## src/rtl/window_max_peak_detector.sv

```systemverilog
// Hysteresis peak detector fed by the sliding-window max tree.
// Emits one (peak, timestamp) event per excursion, with sample hold-off.
module window_max_peak_detector #(
    parameter int BW_DATA    = 8,
    parameter int BW_TS      = 16,
    parameter int BW_HOLDOFF = 8,
    parameter int BW_DROP    = 8
) (
    input  logic                  clk,
    input  logic                  rst,
    input  logic                  in_update,
    input  logic                  in_valid,
    input  logic [BW_DATA-1:0]    in_max,
    input  logic                  cfg_enable,
    input  logic [BW_DATA-1:0]    cfg_thr_hi,
    input  logic [BW_DATA-1:0]    cfg_thr_lo,
    input  logic [BW_HOLDOFF-1:0] cfg_holdoff,
    output logic                  evt_valid,
    input  logic                  evt_ready,
    output logic [BW_DATA-1:0]    evt_peak,
    output logic [BW_TS-1:0]      evt_ts,
    output logic                  state_busy,
    output logic                  drop_sticky,
    output logic [BW_DROP-1:0]    drop_count
);

    typedef enum logic [1:0] {
        IDLE,
        ARMED,
        ABOVE,
        HOLDOFF
    } state_t;

    state_t                state, state_nxt;
    logic [BW_TS-1:0]      ts_cnt;
    logic [BW_TS-1:0]      peak_ts, peak_ts_nxt;
    logic [BW_DATA-1:0]    peak, peak_nxt;
    logic [BW_HOLDOFF-1:0] hold_cnt, hold_cnt_nxt;
    logic                  qual;
    logic                  emit;

    assign qual       = in_update & in_valid;
    assign state_busy = (state == ABOVE) || (state == HOLDOFF);

    always_comb begin
        state_nxt    = state;
        peak_nxt     = peak;
        peak_ts_nxt  = peak_ts;
        hold_cnt_nxt = hold_cnt;
        emit         = 1'b0;
        if (!cfg_enable) begin
            state_nxt    = IDLE;
            peak_nxt     = '0;
            hold_cnt_nxt = '0;
        end else begin
            unique case (state)
                IDLE: state_nxt = ARMED;
                ARMED: begin
                    if (qual && in_max >= cfg_thr_hi) begin
                        state_nxt   = ABOVE;
                        peak_nxt    = in_max;
                        peak_ts_nxt = ts_cnt;
                    end
                end
                ABOVE: begin
                    // lo <= hi <= peak, so a new peak and a fall never coincide
                    if (qual && in_max > peak) begin
                        peak_nxt    = in_max;
                        peak_ts_nxt = ts_cnt;
                    end else if (qual && in_max < cfg_thr_lo) begin
                        emit = 1'b1;
                        if (cfg_holdoff == '0) begin
                            state_nxt = ARMED;
                        end else begin
                            state_nxt    = HOLDOFF;
                            hold_cnt_nxt = cfg_holdoff;
                        end
                    end
                end
                HOLDOFF: begin
                    if (in_update) begin
                        hold_cnt_nxt = hold_cnt - BW_HOLDOFF'(1);
                        if (hold_cnt == BW_HOLDOFF'(1)) state_nxt = ARMED;
                    end
                end
                default: state_nxt = IDLE;
            endcase
        end
    end

    always_ff @(posedge clk or posedge rst) begin
        if (rst) begin
            state    <= IDLE;
            ts_cnt   <= '0;
            peak     <= '0;
            peak_ts  <= '0;
            hold_cnt <= '0;
        end else begin
            state    <= state_nxt;
            peak     <= peak_nxt;
            peak_ts  <= peak_ts_nxt;
            hold_cnt <= hold_cnt_nxt;
            if (in_update) ts_cnt <= ts_cnt + BW_TS'(1);
        end
    end

    // Single-entry event register; a full, unconsumed slot drops new events
    always_ff @(posedge clk or posedge rst) begin
        if (rst) begin
            evt_valid   <= 1'b0;
            evt_peak    <= '0;
            evt_ts      <= '0;
            drop_sticky <= 1'b0;
            drop_count  <= '0;
        end else if (emit) begin
            if (!evt_valid || evt_ready) begin
                evt_valid <= 1'b1;
                evt_peak  <= peak;
                evt_ts    <= peak_ts;
            end else begin
                drop_sticky <= 1'b1;
                if (drop_count != '1) drop_count <= drop_count + BW_DROP'(1);
            end
        end else if (evt_valid && evt_ready) begin
            evt_valid <= 1'b0;
        end
    end

endmodule

```

## config.mk

```make
export PLATFORM = sky130hd
export DESIGN_NAME = window_max_peak_detector
export DESIGN_NICKNAME = d
export VERILOG_FILES = /design/src/rtl/window_max_peak_detector.sv
export SDC_FILE = /design/constraint.sdc
export NUM_CORES = 1
export LEC_CHECK = 0
export ABC_AREA = 1
export BUFFER_PORTS_ARGS = -buffer_cell sky130_fd_sc_hd__buf_2
export CAP_MARGIN = 25
export CORE_ASPECT_RATIO = 0.5
export CORE_MARGIN = 3
export CORE_UTILIZATION = 35
export CTS_CLUSTER_DIAMETER = 80
export DETAILED_ROUTE_END_ITERATION = 6
export PLACE_DENSITY = 0.6
export SYNTH_ARGS = -nofsm -noshare
export SYNTH_HDL_FRONTEND = slang
export SYNTH_SLANG_ARGS = --single-unit
```

## constraint.sdc

```tcl
create_clock -name clk -period 4.1 [get_ports clk]
set_clock_uncertainty 0.15 [all_clocks]
set_input_delay 0.41 -clock clk [delete_from_list [all_inputs] [get_ports clk]]
set_output_delay 0.41 -clock clk [all_outputs]
set_load 0.05 [all_outputs]
```

# == After elaboration in Yosys (flattened, before gate mapping) ==
# Cells that the tools add are included.
# Widths: inputs -> output; s select.
# classes
addsub,3
n_lt_le_gt_ge,3
n_eq_ne,17
mux,28
bitwise,2
n_reduce_logical,19
# op_table
op,n
$mux 8,8
$mux 16,2
$pmux 16 s2,1
$pmux 8 s2,2
$add 16x1->16 const B,1
$mux 2,7
$ne 3x3->1 const B,4
$reduce_and 5->1,2
$ne 3x2->1 const B,3
$add 8x1->8 const B,1
$eq 8x1->1 const B,1
$ge 8x8->1,1
$gt 8x8->1,1
$logic_not 8->1,1
$lt 8x8->1,1
$ne 8x8->1 const B,1
$pmux 2 s4,1
$sub 8x1->8 const B,1
$mux 1,7
$ne 3x1->1 const B,2
$reduce_and 2->1,3
$reduce_and 3->1,2
$eq 2x2->1 const B,2
$logic_and 1x1->1,4
other kinds (10),13
# totals
register_bits,84
in_bits,38
out_inout_bits,35
word_cells,82

# == Depth between registers and ports, before layout ==
# Gate-level depths: netlist (run 1).
# logic_depth
depth_word,8
mapped_depth,17
depth_no_buf,16

# == Worst setup path after synthesis (run 1) ==
# No wires, ideal clock.
# synth_path
kind,input to register
startpoint,input in_max[7]
endpoint,register hold_cnt[0]
setup_ns,0.123
arrival_ns,1.728
required_time_ns,3.827
path_slack_ns,2.099
stages,11
path_buffers,1
cell_sequence,ha_1 -> a21o_1 -> nor2_1 -> nand2_1 -> nand2_4 -> inv_1 -> o21ai_2 -> nand2_2 -> buf_6 -> nand2_1 -> o21ai_2
# synth_via
elab_chain_cells,4
word_cells_on_any_way,7
cone_classes,2 x order compare; 2 x eq/ne; 3 x reduce/logical
# synth_rtl
element,line_no,source
"start, declared",13,"input logic [BW_DATA-1:0] in_max,"
$lt 8x8->1 or $gt 8x8->1 (tied branches),"70, 67",
$logic_and 1x1->1 (on tied branches),"70, 67",
$ne 3x2->1 (no source line) or $ne 3x3->1 (tied branches),n/a,
$reduce_and 5->1 (no source line) (*),n/a,
"end signal, assigned",102,hold_cnt <= hold_cnt_nxt;
"end, declared",38,"logic [BW_HOLDOFF-1:0] hold_cnt, hold_cnt_nxt;"
# Every way passes the cells marked *; elsewhere a longest branch is shown, timed or not.
# A chain may end at the register's enable or synchronous reset.

# == Worst setup path in the final report (run 1) ==
# layout_path
startpoint,register peak[2]
endpoint,register evt_peak[5]
# layout_via
elab_chain_cells,6
# layout_rtl
element,line_no,source
"start, declared",37,"logic [BW_DATA-1:0] peak, peak_nxt;"
"start signal, assigned",100,peak <= peak_nxt;
$gt 8x8->1,67,if (qual && in_max > peak) begin
$logic_and 1x1->1,67,
$mux 1,67,
$mux 1,56,unique case (state)
$mux 1,51,if (!cfg_enable) begin
$reduce_and 2->1 (no source line),n/a,
"end signal, assigned",118,evt_peak <= peak;
"end, declared",20,"output logic [BW_DATA-1:0] evt_peak,"
# No other way between the ends.

==> results of run 1 <==
[how the worst min path moves through the flow]
| stage | startpoint | to | depth (start not counted) |
|---|---|---|---|
| floorplan | ts_cnt[14]$_DFFE_PP0P_ | ts_cnt[14]$_DFFE_PP0P_ | 1 |
| CTS | rst | drop_count[6]$_DFFE_PP0P_ | 2 |
| global route | in_max[6] | peak[6]$_DFFE_PP0P_ | 3 |
| detailed placement | evt_ts[1]$_DFFE_PP0P_ | evt_ts[1]$_DFFE_PP0P_ | 2 |
| finish | in_max[6] | peak[6]$_DFFE_PP0P_ | 3 |
| global placement | evt_ts[1]$_DFFE_PP0P_ | evt_ts[1]$_DFFE_PP0P_ | 2 |
[state kept, by name (all words and copies together) (netlist names)]
signal,flops
evt_valid,1
drop_count,8
peak_ts,16
peak,8
ts_cnt,16
hold_cnt,8
evt_ts,16
evt_peak,8
state,2
drop_sticky,1
[cell type report]
| cell class | count | area share (%) |
|---|---|---|
| inverters | 76 | 5.29 |
| flip-flops and latches | 84 | 38.8 |
| clock buffers | 12 | 4.55 |
| well taps | 165 | 3.81 |
| clock inverters | 4 | 1.04 |
| repair buffers | 76 | 7.63 |
| multi-input cells | 375 | 38.8 |
[per-stage QoR]
stage / utilization, % / power [uW] / cell area, um2 / setup slack (ps)
final: 43.9 / 2930 / 5410 / 1270
after global routing: 43.9 / 3140 / 5410 / 911
after CTS: 43.6 / 2960 / 5380 / 1260
after detailed placement: 41.1 / 2120 / 5070 / 1150
after global placement: 41.1 / 2100 / 5070 / 1190
after floorplan: - / 1910 / 4620 / 1370
[layout by cell type (no fill, tap or decap), types with 2 or more instances in the layout]
| master | netlist | routed |
|---|---|---|
| nand2_1 | 160 | 160 |
| dfrtp_1 | 84 | 84 |
| inv_1 | 73 | 72 |
| buf_2 | 4 | 72 |
| nand3_1 | 34 | 34 |
| ha_1 | 31 | 31 |
| nor2_1 | 29 | 29 |
| o21ai_2 | 18 | 18 |
| xor2_1 | 17 | 17 |
| o21ai_1 | 15 | 15 |
| a21oi_1 | 13 | 13 |
| o21ai_0 | 13 | 13 |
| nor3_1 | 12 | 12 |
| clkbuf_16 | 0 | 9 |
| nand4_1 | 5 | 5 |
| o211ai_1 | 5 | 5 |
| inv_2 | 3 | 3 |
| nor4_1 | 3 | 3 |
| o21a_1 | 2 | 2 |
| nand3_2 | 2 | 2 |
| a21o_1 | 2 | 2 |
| nand2_4 | 2 | 2 |
| nand2_2 | 2 | 2 |
| o221ai_1 | 2 | 2 |
| clkinv_4 | 0 | 2 |
| clkbuf_1 | 3 | 2 |
| buf_4 | 4 | 2 |
[power breakdown]
part	internal (uW)	switching, uW
combinational	290	639
sequential	1020	155
clock	494	331
[critical path, stage by stage, from the launching register on]
cell and delay (ps):
dfrtp_1 370, inv_1 160, ha_1 260, nand2_1 90
inv_1 40, nand2_1 50, nand2_1 60, nand2_1 60
nand2_1 70, nand2_4 90, nand2_2 70, nor2_4 70
buf_4 240, nand2_1 590, nand2_1 210, o21ai_1 80
[per-layer routing]
metal  wire (um)  track usage [%]
met5           0                0
met3         437             3.85
met2        4210             21.1
met1        5490             21.8
met4          42             3.56
[cells by family (layout without fill, tap and decap cells)]
| group | count (synthesis) | in the layout |
|---|---|---|
| compound gates | 74 | 74 |
| xor+xnor | 18 | 18 |
| fa+ha+maj | 31 | 31 |
| buf+inv | 94 | 168 |
| flops | 84 | 84 |
| simple gates | 252 | 252 |
[timing repair]
item / 4_1_cts / 5_1_grt
hold endpoints to repair: 0 / 7
gates resized for setup: 0 / 0
buffers inserted: 0 / 0
hold buffers: 0 / 1
==> summary.md, run 1 <==
The instance count of the mapped netlist was 553; the detailed-route DRC error count was 0. The power per cell area is 541 mW/mm2, and the count of distinct cell types in the synthesized netlist is 35. Across the whole layout, storage elements account for 0.00210 mm2. In this run, synthesis inferred 0 flip-flops with an integrated enable. Summed over all nets, the half-perimeter wirelength after detailed placement is 7.59 mm. The mean instance size in the synthesized netlist is 8.36 um2.

The quantity of I/O buffers inserted on ports is 72, and the number of nets in the layout is 691. Of all nets on the critical path, the largest fanout is 31. Counting the fill cells in the layout gives 1250. The tools report the number of max-slew violations in the final report as 0. For the worst relative slew slack, the log shows 38.7%. The most used flip-flop cell after synthesis is dfrtp_1. The first routing iteration left 201 violations. Setup repair after global routing left no endpoint under its margin. The largest net degree at the start of global routing is 55, and the share of cell area taken by muxes after synthesis is 0%. The final setup TNS was 0 ps; the later-pin clock latency in the skew report was 330 ps. The logs give 792 for the final cell count without fillers and 0.00462 mm2 for the synthesized area. Category of the most critical setup path: register to register. The setup slack of the worst register-to-register path came out at 1270 ps. The top cell type's share of synthesized area is 45.5%, and the number of H-tree levels is 3.

After synthesis, the most frequently instantiated cells are nand2_1, dfrtp_1, inv_1. By area, the combinational part of the netlist is dominated by simple AND/OR/NAND/NOR gates. The worst reg2reg path depth is 15. The biggest area contributor in the post-synthesis netlist is dfrtp_1. TritonCTS built the clock tree. In this run the remaining antenna-violating nets after routing total 0. The measured slew at the worst slew-check pin was 918 ps. The run finished with clean final reports. The number of placed cells counting well taps is 774, and the routed wire length is 10.2 mm.

STA puts the critical path data required time at 4140 ps. The remaining global-route overflow was 0; the yosys synthesis warning count was 0. The final cycle utilization of the critical path came out at 69.0%.

The worst register-to-register path begins at peak[2]$_DFFE_PP0P_. The number of nets in the synthesized netlist is 622. In this run the critical register-to-register path is captured at evt_peak[5]$_DFFE_PP0P_.

The final weighted congestion of routability-driven global placement is 0.873, and the number of buffers inserted during clock tree synthesis is 9. Global routing consumed, over all layers together, 14.6% of the routing resources. Cell chosen for the clock root: clkbuf_16. The floorplan step defined a core boundary enclosing 0.0123 mm2. Max-cap violations in this run came to 0. The hold slack is 223 ps. Yosys attributes the largest share of cell area to dfrtp_1, nand2_1, ha_1, inv_1, nand3_1. Fraction of the mapped netlist area in adder cells: 8.39%.

STA classifies the critical path endpoint as a register. The via count of the first global-routing pass was 3502; the count of final setup violators was 0. nand2_1 is the most common cell in the netlist.

After synthesis, the share of flip-flops with an asynchronous set or reset is 100%. The clock period minus final worst setup slack works out to 2830 ps. Startpoint of the worst setup timing path: peak[2]$_DFFE_PP0P_.

The area of the multi-input gates is 0.00210 mm2, and the share of final-layout standard cells stronger than drive strength 1 is 19.3%. The vias after detailed routing is 3684, and the die extent in x is 169 um. Of the synthesized area, sequential elements account for 45.5%. The post-synthesis sequential element count came out at 84. The analysis attributes to cell leakage a power of 0.00294 uW. After clock tree synthesis, the clock-pin slew on the worst setup and hold paths is 70 ps. The compound-gate portion of the synthesized area came out at 10.6%.

After Yosys synthesis, and, or, nand and nor cells account for 23.1% of the synthesized area. STA classifies the critical path startpoint as a register. The worst hold path belongs to the class input pin to register. The area of the die came out at 0.0147 mm2. The initial antenna violation count is 0, and the highest clock frequency the design can meet is 353 MHz. The largest vdd supply drop was 0.223 mV. Relative to the synthesized area, the layout overhead comes to 17.1%. Following the worst setup path forward leads to its endpoint at evt_peak[5]$_DFFE_PP0P_. The clock passes through at most 2 buffers. For this design, the sink count on the clock tree is 84.

The floorplan has 28 rows. The repair_antennas step left the layout with diodes totalling 0. Using the TritonRoute via totals, the vias-per-cell ratio works out to 4.65. The post-synthesis xor/xnor area fraction was 3.41%; the average wire per standard cell was 12.9 um. Before antenna repair, the detailed router went through 4 iterations. For the worst setup path, the data arrival time is 2860 ps. Count of final hold-check violations: 0.

The initial standard-cell utilization of the core came out at 37.5%. From bottom edge to top edge, the die measures 87.3 um. The first global-routing pass estimated 17.2 mm of wire.

The top-level I/O count is 73.
Power figures use the tool's default switching activity.
==> inputs of run 2 (changes only) <==
--- a/config.mk
+++ b/config.mk
@@ -13,7 +13,7 @@
 export CORE_UTILIZATION = 35
 export CTS_CLUSTER_DIAMETER = 80
 export DETAILED_ROUTE_END_ITERATION = 6
-export PLACE_DENSITY = 0.6
+export PLACE_DENSITY = 0.62
 export SYNTH_ARGS = -nofsm -noshare
 export SYNTH_HDL_FRONTEND = slang
 export SYNTH_SLANG_ARGS = --single-unit
==> constraint.sdc (replaced) <==
create_clock -name clk -period 2.3 [get_ports clk]
set_clock_uncertainty 0.15 [all_clocks]
set_input_delay 0.23 -clock clk [delete_from_list [all_inputs] [get_ports clk]]
set_output_delay 0.23 -clock clk [all_outputs]
set_load 0.05 [all_outputs]
==> run 2 against run 1 <==
  * Non-clock buffer count is 12 higher
  * Total power is 76% higher
  * Final cell count is 1.8% higher
  * Cell area is 2.7% higher
  * Utilization is 1.2 points higher
  * Sequential power is 79% higher
  * Combinational power is 87% higher
  * Largest power group unchanged
==> summary.md, run 2 (synthesis results as in run 1) <==
The detailed router finished its first iteration with 242 violations. The tools report the top-level I/O count as 73. The largest stage delay on the critical path is 380 ps.

Launching point of the worst reg2reg path: peak[5]$_DFFE_PP0P_. The logs give 0.0123 mm2 for the core outline area and 9 for the number of buffers inserted during clock tree synthesis. The count of final hold-check violations is 0. The peak-usage layer in the global routing report was met2. The number of cells traversed by the worst hold path came out at 3. Leaving out fill and tap cells, the most frequent cells in the layout are nand2_1, dfrtp_1, buf_2. OpenSTA, run right after detailed placement, puts the worst setup slack at 24.6 ps. The final weighted congestion of routability-driven global placement was 0.822; the worst reg2reg path depth was 13. Setup repair after global routing left no endpoint under its margin. The via count of the first global-routing pass is 3538, and the count of final setup violators is 0. Area growth from synthesis to final layout: 20.3%.

The number of max-slew violations in the final report was 0. The worst register-to-register path ends at evt_peak[2]$_DFFE_PP0P_. Setup total negative slack on the finished layout was measured at 0 ps. Entering global routing, the biggest net connects 33 pins. In the routed layout, each cell is associated on average with a via count of 4.65.

The worst hold-check path type is input pin to register. For this design the static power due to leakage is 0.00301 uW. Clock-pin slew was measured on the worst setup and hold paths at 60 ps. The tool flagged a number of max-cap violations equal to 0.

The tools report the number of nets still failing antenna checks after routing as 0. The kind of cell with the highest combined delay along the critical path is simple AND/OR/NAND/NOR gates. Data on the critical path is required at its endpoint by 2360 ps. The initial standard-cell utilization of the core was 37.5%.

For the global-route wire length before repair, the log shows 17.6 mm. Across every metal layer, demand over resource in global routing totals 14.8%. Share of final-layout standard cells stronger than drive strength 1: 22.2%. IR analysis of the VDD net gives a maximum drop of 0.408 mV.

The tree built by TritonCTS fans out to 84 sinks. Setup slack on the critical path of the routed design comes to 153 ps. Together, buffers and inverters on the worst path number 2. The met2 global-route usage was 22.3%. The startpoint identified for the worst hold timing path is in_max[6]. Element type at the critical path end: a register. The cell type of the slowest stage on the worst timing path was dfrtp_1. At the pin with the least slew margin, the transition time is 587 ps. The net count of the finished layout is 705. The total overflow left after global routing is 0.

In this run the horizontal extent of the chip is 169 um. The vias after detailed routing came out at 3746. The power per cell area is 929 mW/mm2. The largest registers in the layout are evt_ts: 16 flops, peak_ts: 16 flops, ts_cnt: 16 flops.

TritonCTS built the clock tree. For met3 alone, demand over resource in global routing was 3.76%. In the routed design, unresolved DRC markers number 0. The largest fanout on the critical path was 15. Number of placement rows: 28. The maximum root-to-sink buffer count was 2.

The run finished with clean final reports. Traced cell by cell, the critical path runs through inv_1 -> ha_1 -> nand2_1 -> a21oi_1 -> nor2_2 -> nand2_2 -> nand2_4 -> nand2_4 -> nor2_4 -> nand2_2 -> buf_6 -> nand2_1 -> o21ai_1. The arrival time of data at the critical path endpoint is 2210 ps, and the highest clock frequency the design can meet is 466 MHz. The wire-length estimate of the detail-placed layout is 7.83 mm.

The number of H-tree levels is 3, and the area of the die is 0.0147 mm2. The library cell used most frequently in the layout, excluding fill and tap cells, is nand2_1. The startpoint class of the critical path is a register.

The setup slack of the worst register-to-register path is 150 ps. Hold timing on the final database bottoms out at a slack of 47.2 ps. Quantity of I/O buffers inserted on ports: 72. Global routing used 21.8% of the available met1 tracks. The average wire per standard cell was 12.9 um.

The worst path uses 93.3% of the clock period. The worst hold path terminates at peak[6]$_DFFE_PP0P_. Cells fill 45.1% of the core in the end. After layout, the minimum clock period comes to 2150 ps.

After detailed placement, the total cell area comes to 0.00519 mm2. After routing the design area is 0.00556 mm2. The initial antenna violation count is 0. CTS placed an instance of clkbuf_16 at the clock tree root. The first detailed-routing pass took 5 iterations. The run gives 330 ps as the later-pin clock latency in the skew report. Number of antenna diodes: 0. The routed wire length is 10.4 mm, and the die boundary height is 87.3 um. The worst relative slew slack came out at 60.8%. The category of the most critical setup path was register to register.
run 2: changes by cell type in the layout (fill, tap and decap cells not counted), sizes merged:
cell      change
bufinv        -1
buf          +12
nand3         +1
nor2          +1
clkinvlp      +1
clkinv        +1
inv           -1
run 2: per-stage QoR:
| stage | power [uW] | std cells |
|---|---|---|
| detailed placement | 3830 | 784 |
| global placement | 3790 | 784 |
| global route | 5540 | 806 |
| finish | 5160 | 806 |
| CTS | 5190 | 801 |
| floorplan | 3410 | 553 |
run 2: layout make-up:
| class | count | area, um2 |
|---|---|---|
| Inverter | 76 | 289 |
| Sequential cell | 84 | 2100 |
| Fill cell | 1257 | 6770 |
| Multi-Input combinational cell | 377 | 2150 |
| Timing Repair Buffer | 88 | 537 |
| Clock buffer | 12 | 256 |
| Clock inverter | 4 | 23.8 |
| Tap cell | 165 | 206 |
run 2: per-layer routing:
layer  vias up  share of wire, %
met5         -                 0
met1      1744                52
met4         0              0.69
li1       1940                 -
met2        57                42
met3         5               4.7
run 2: worst max-delay path by stage:
stage / startpoint / to / slack [ps] / cells past startpoint
6_report: peak[5]$_DFFE_PP0P_ / evt_peak[2]$_DFFE_PP0P_ / 150 / 13
5_1_grt: peak[7]$_DFFE_PP0P_ / evt_peak[2]$_DFFE_PP0P_ / 5 / 13
4_1_cts: peak[7]$_DFFE_PP0P_ / drop_count[7]$_DFFE_PP0P_ / 10 / 11
3_5_place_dp: peak[7]$_DFFE_PP0P_ / drop_count[7]$_DFFE_PP0P_ / 20 / 11
3_3_place_gp: in_max[7] / drop_count[7]$_DFFE_PP0P_ / 80 / 11
2_1_floorplan: drop_count[1]$_DFFE_PP0P_ / drop_count[2]$_DFFE_PP0P_ / 340 / 9
run 2: what timing repair did:
item | CTS | global route
hold endpoints to repair | 22 | 0
endpoints found under the setup margin | 0 | 39
gates resized for setup | 0 | 13
buffers inserted | 0 | 3
hold buffers | 1 | 0
run 2: tightest hold or removal path: stages:
cell	delay, ps
buf_2	130
nand2_1	60
o21ai_1	60
run 2: power breakdown:
group          switching [uW]  internal [uW]
logic                    1150            592
registers                 269           1820
clock network             552            787
